==> src/rtl/right_shift_serializer.sv <==
// Parallel-in, serial-out transmitter: takes a SIZE-bit word on a valid/ready handshake
// and shifts it out LSB-first, one bit per enabled clock, with back-to-back reload.
module right_shift_serializer #(
    parameter int SIZE = 8
) (
    input  logic            clk,
    input  logic            reset,
    input  logic            enable,
    input  logic [SIZE-1:0] data_in,
    input  logic            load_valid,
    output logic            load_ready,
    output logic            out,
    output logic            out_valid,
    output logic            done
);

    localparam int CW = (SIZE > 1) ? $clog2(SIZE) : 1;
    localparam logic [CW-1:0] LAST = CW'(SIZE - 1);

    typedef enum logic {
        IDLE  = 1'b0,
        SHIFT = 1'b1
    } state_t;

    state_t          state_q, state_d;
    logic [SIZE-1:0] shreg_q, shreg_d;
    logic [CW-1:0]   cnt_q,   cnt_d;
    logic            done_q,  done_d;
    logic            out_q,   out_d;
    logic            vld_q,   vld_d;
    logic            last_bit;

    // The final bit leaves on this edge; a new word may be taken in the same edge.
    assign last_bit   = (state_q == SHIFT) && enable && (cnt_q == LAST);
    assign load_ready = (state_q == IDLE) || last_bit;

    always_comb begin
        state_d = state_q;
        shreg_d = shreg_q;
        cnt_d   = cnt_q;
        done_d  = 1'b0;
        unique case (state_q)
            IDLE: begin
                if (load_valid) begin
                    shreg_d = data_in;
                    cnt_d   = '0;
                    state_d = SHIFT;
                end
            end
            SHIFT: begin
                if (enable) begin
                    if (cnt_q == LAST) begin
                        done_d = 1'b1;
                        cnt_d  = '0;
                        if (load_valid) begin
                            shreg_d = data_in;
                        end else begin
                            shreg_d = '0;
                            state_d = IDLE;
                        end
                    end else begin
                        shreg_d = {1'b0, shreg_q[SIZE-1:1]};
                        cnt_d   = cnt_q + 1'b1;
                    end
                end
            end
            default: state_d = IDLE;
        endcase
        // Serial outputs are registered from the next-state view so they change with the edge.
        vld_d = (state_d == SHIFT);
        out_d = (state_d == SHIFT) && shreg_d[0];
    end

    always_ff @(posedge clk) begin
        if (reset) begin
            state_q <= IDLE;
            shreg_q <= '0;
            cnt_q   <= '0;
            done_q  <= 1'b0;
            out_q   <= 1'b0;
            vld_q   <= 1'b0;
        end else begin
            state_q <= state_d;
            shreg_q <= shreg_d;
            cnt_q   <= cnt_d;
            done_q  <= done_d;
            out_q   <= out_d;
            vld_q   <= vld_d;
        end
    end

    assign out       = out_q;
    assign out_valid = vld_q;
    assign done      = done_q;

endmodule

==> config.mk <==
export PLATFORM = sky130hd
export DESIGN_NAME = right_shift_serializer
export DESIGN_NICKNAME = d
export VERILOG_FILES = /design/src/rtl/right_shift_serializer.sv
export SDC_FILE = /design/constraint.sdc
export NUM_CORES = 1
export LEC_CHECK = 0
export ABC_CLOCK_PERIOD_IN_PS = 3600
export BUFFER_PORTS_ARGS = -buffer_cell sky130_fd_sc_hd__buf_2
export CAP_MARGIN = 20
export CORE_AREA = 2 2 39 41
export CTS_BUF_LIST = sky130_fd_sc_hd__clkbuf_8
export CTS_CLUSTER_DIAMETER = 150
export DETAILED_ROUTE_END_ITERATION = 7
export DIE_AREA = 0 0 41 43
export GPL_ROUTABILITY_DRIVEN = 1
export PLACE_DENSITY = 0.87
export SKIP_LAST_GASP = 1
export SYNTH_ARGS = -nofsm -noshare
export SYNTH_HDL_FRONTEND = slang
export SYNTH_SLANG_ARGS = --single-unit
==> constraint.sdc <==
create_clock -name clk -period 3.6 [get_ports clk]
set_input_delay 0 -clock clk [delete_from_list [all_inputs] [get_ports clk]]
set_output_delay 0 -clock clk [all_outputs]
set_load 0.005 [all_outputs]
==> flow_metrics.py <==
metrics = {
    "placed_design": {
        "dpl_cell_area_sq_um": 764.5,
        "dp_cells": 104,
        "dp_hpwl_mm": 1.027,
        "gp_congestion": 0.7714,
        "port_buffers": 15,
    },
    "clock_tree": {
        "post_cts_buffers": 0,
        "cts_max_level": 1,
        "ctsResizeCount": 0,
        "holdBufCountCts": 0,
        "clk_latency_ns": 0.25,
        "cts_buffers": 3,
        "cts_max_path_buffers": 2,
        "cts.clk_slew.worst_paths_ns": 0.06,
        "cts_tree": "yes",
        "root_buffer": "clkbuf_8",
        "cts.sinks": 14,
    },
    "layout": {
        "design_area_sq_um": 819.5,
        "layout-drive-gt1-share": 0.2500,
        "instances_no_fill": 108,
        "nets": 108,
        "area.growth.synth_to_final_pct": 16.96,
        "diodes": 0,
    },
    "critical_path": {
        "path_cells": "ha_1 > ha_1 > and3b_1 > o31ai_1 > a41oi_1",
        "slowest_stage": "dfxtp_1",
        "critPathKind": "flop to flop",
        "end_kind": "flop",
        "worst_path_most_repeated_cell": "ha_1",
        "cp_max_fo": 10,
        "required_ns": 3.72,
        "slowest_delay_ns": 0.36,
        "cp.arrival_ns": 1.73,
        "cp-start-kind": "flop",
    },
    "global_routing": {
        "antenna_found_initial": 0,
        "grt_use_total": 0.2026,
        "grt_max_degree": 15,
        "grt_pass1_vias": 566,
        "grt_first_pass_wirelength_mm": 2.401,
        "grt_overflow": 0,
    },
    "sta": {
        "tightest_slew_ns": 0.4262,
        "finClkSkew_ns": 0.004778,
        "period_minus_slack_ns": 1.603,
        "slew_headroom": 0.7155,
        "rsz0062_at_grt": "false",
        "fin_crit_sh": 0.4453,
        "tns_ns": 0,
        "setup_violations": 0,
        "timing.fmax_mhz": 623.8,
        "slew_violations": 0,
        "hold_viol": 0,
    },
    "route": {
        "ant_nets": 0,
        "firstDrtPassIters": 4,
        "wire_per_inst_microns": 14.39,
        "drc": 0,
        "drtIter0Drc": 13,
        "via_count": 662,
        "viasPerCell": 6.130,
        "totalWireLength_mm": 1.554,
    },
    "synth": {
        "synth_compound_area_frac": 0.2696,
        "yosysSeqAreaShare": 0.4000,
        "async_reset_ff_frac": 0,
        "synth_warnings": 0,
        "ys.flop_type": "dfxtp_1",
        "synth-edff-count": 0,
        "ys_seq_elements": 14,
        "synth_xor_area_frac": 0,
        "syn_nets": 92,
        "synth_adder_area_share": 0.05357,
        "avgSynthCellArea_sq_um": 9.100,
        "netlist_area_sq_um": 700.7,
        "synth_mux_area_frac": 0.04643,
        "synth-simple-area-share": 0.1696,
        "syn_inst": 77,
        "yosys.cell_types.count": 28,
        "synth_top_family_by_area": "compound AO/OA/AOI/OAI gates",
    },
    "floorplanning": {
        "fp.coreArea_sq_mm": 0.001384,
        "die_h_microns": 43,
        "die_area_sq_mm": 0.001763,
        "placementRows": 14,
        "ios": 16,
        "fp.dieW_microns": 41,
        "initial_core_util": 0.5063,
    },
    "power": {
        "power_leakage_uw": 0.0003429,
        "ir_drop_mv": 0.2333,
        "power-per-cell-area_mw_per_mm2": 450.6,
    },
    "run": {
        "maxCapViolCount": 0,
    },
    "run_status": {
        "status": "complete, no violations",
    },
    "min_path": {
        "min_path_type": "primary input to flop",
    },
}
==> per-stage QoR <==
step	hold WS (ns)	setup slack [ns]	total power (uW)	util
floorplan	0.06244	2.194	203.6	-
global placement	0.2516	2.086	216.8	0.5524
detailed placement	0.2557	2.013	218.6	0.5524
CTS	0.0006969	2.009	369.5	0.5922
global route	0.01311	1.887	380.0	0.5922
finish	0.0003279	1.997	369.3	0.5922
==> cell usage after synthesis (all sizes together) (2+ instances only) <==
cell type  instances  area [sq um]
buf                4         31.27
nand3              6         30.03
a32oi              3         26.28
inv                3         11.26
nand2              4         17.52
nor2               4         15.01
dfxtp             14         280.3
mux2               2         22.52
nand4              2         12.51
o221ai             6         52.55
a21oi             15         78.83
ha                 3         37.54
==> critical path, delay by kind of cell, from the launching register on <==
family	cells	cell delay, ns
AND/OR/NAND/NOR	1	0.23
adder cells (fa/ha/maj)	2	0.51
flip-flops	1	0.36
AO/OA/AOI/OAI	2	0.37
==> flip-flops by register name (all words and copies together), names as in the netlist <==
signal,count
cnt_q,3
done,1
out,1
out_valid,1
shreg_q,8
==> kinds of logic (layout without fill, tap and decap cells) <==
group                    Yosys count  count (layout)
AO/OA/AOI/OAI                     28              28
adder cells (fa/ha/maj)            3               3
buffers and inverters              7              22
flip-flops                        14              14
multiplexers                       3               3
AND/OR/NAND/NOR                   22              22
==> where the power goes <==
part	internal (uW)	total [uW]	switching, uW
Clock	96.9	152	55.3
Combinational	19.6	43.8	24.2
Sequential	165	173	7.92
==> area by class of cell <==
| class | instances | area, sq um |
|---|---|---|
| flip-flops and latches | 14 | 280.3 |
| repair buffers | 15 | 75.07 |
| multi-input cells | 56 | 377.9 |
| inverters | 3 | 11.26 |
| well taps | 16 | 20.02 |
| fillers | 113 | 564.3 |
| clock buffers | 4 | 55.05 |
==> layer usage <==
| metal | part of all wire | wire length [microns] | vias to the layer above | track usage |
|---|---|---|---|---|
| li1 | - | - | 322 | - |
| met2 | 0.46 | 708 | 23 | 0.2688 |
| met4 | 0.032 | 50 | 0 | 0.1400 |
| met5 | 0 | 0 | - | 0 |
| met3 | 0.048 | 75 | 5 | 0.04712 |
| met1 | 0.46 | 720 | 312 | 0.2769 |
==> cell usage in the layout (no fill, tap or decap), drive strengths merged <==
cell,count
a32oi,3
mux2i,1
mux2,2
o21ai,1
a21oi,15
nand3,6
a21bo,1
and3b,1
nor2,4
nand2,4
nor3b,1
o221ai,6
nor3,1
a41oi,1
inv,3
clkbuf,4
or3,1
and2b,1
nand4,2
dfxtp,14
buf,15
nand2b,1
o31ai,1
ha,3
==> path summary, 6_finish.rpt <==
kind | startpoint | to | slack, ns | cells after the start
worst max-delay path | cnt_q[0]$_SDFFE_PP0P_ | out$_SDFF_PP0_ | 2.00 | 5
worst min-delay path | reset | cnt_q[0]$_SDFFE_PP0P_ | 0.0003 | 2
worst max register to register | cnt_q[0]$_SDFFE_PP0P_ | out$_SDFF_PP0_ | 2.00 | 5
worst min register to register | cnt_q[0]$_SDFFE_PP0P_ | cnt_q[0]$_SDFFE_PP0P_ | 0.49 | 2
(Power assumes the default switching activity.)
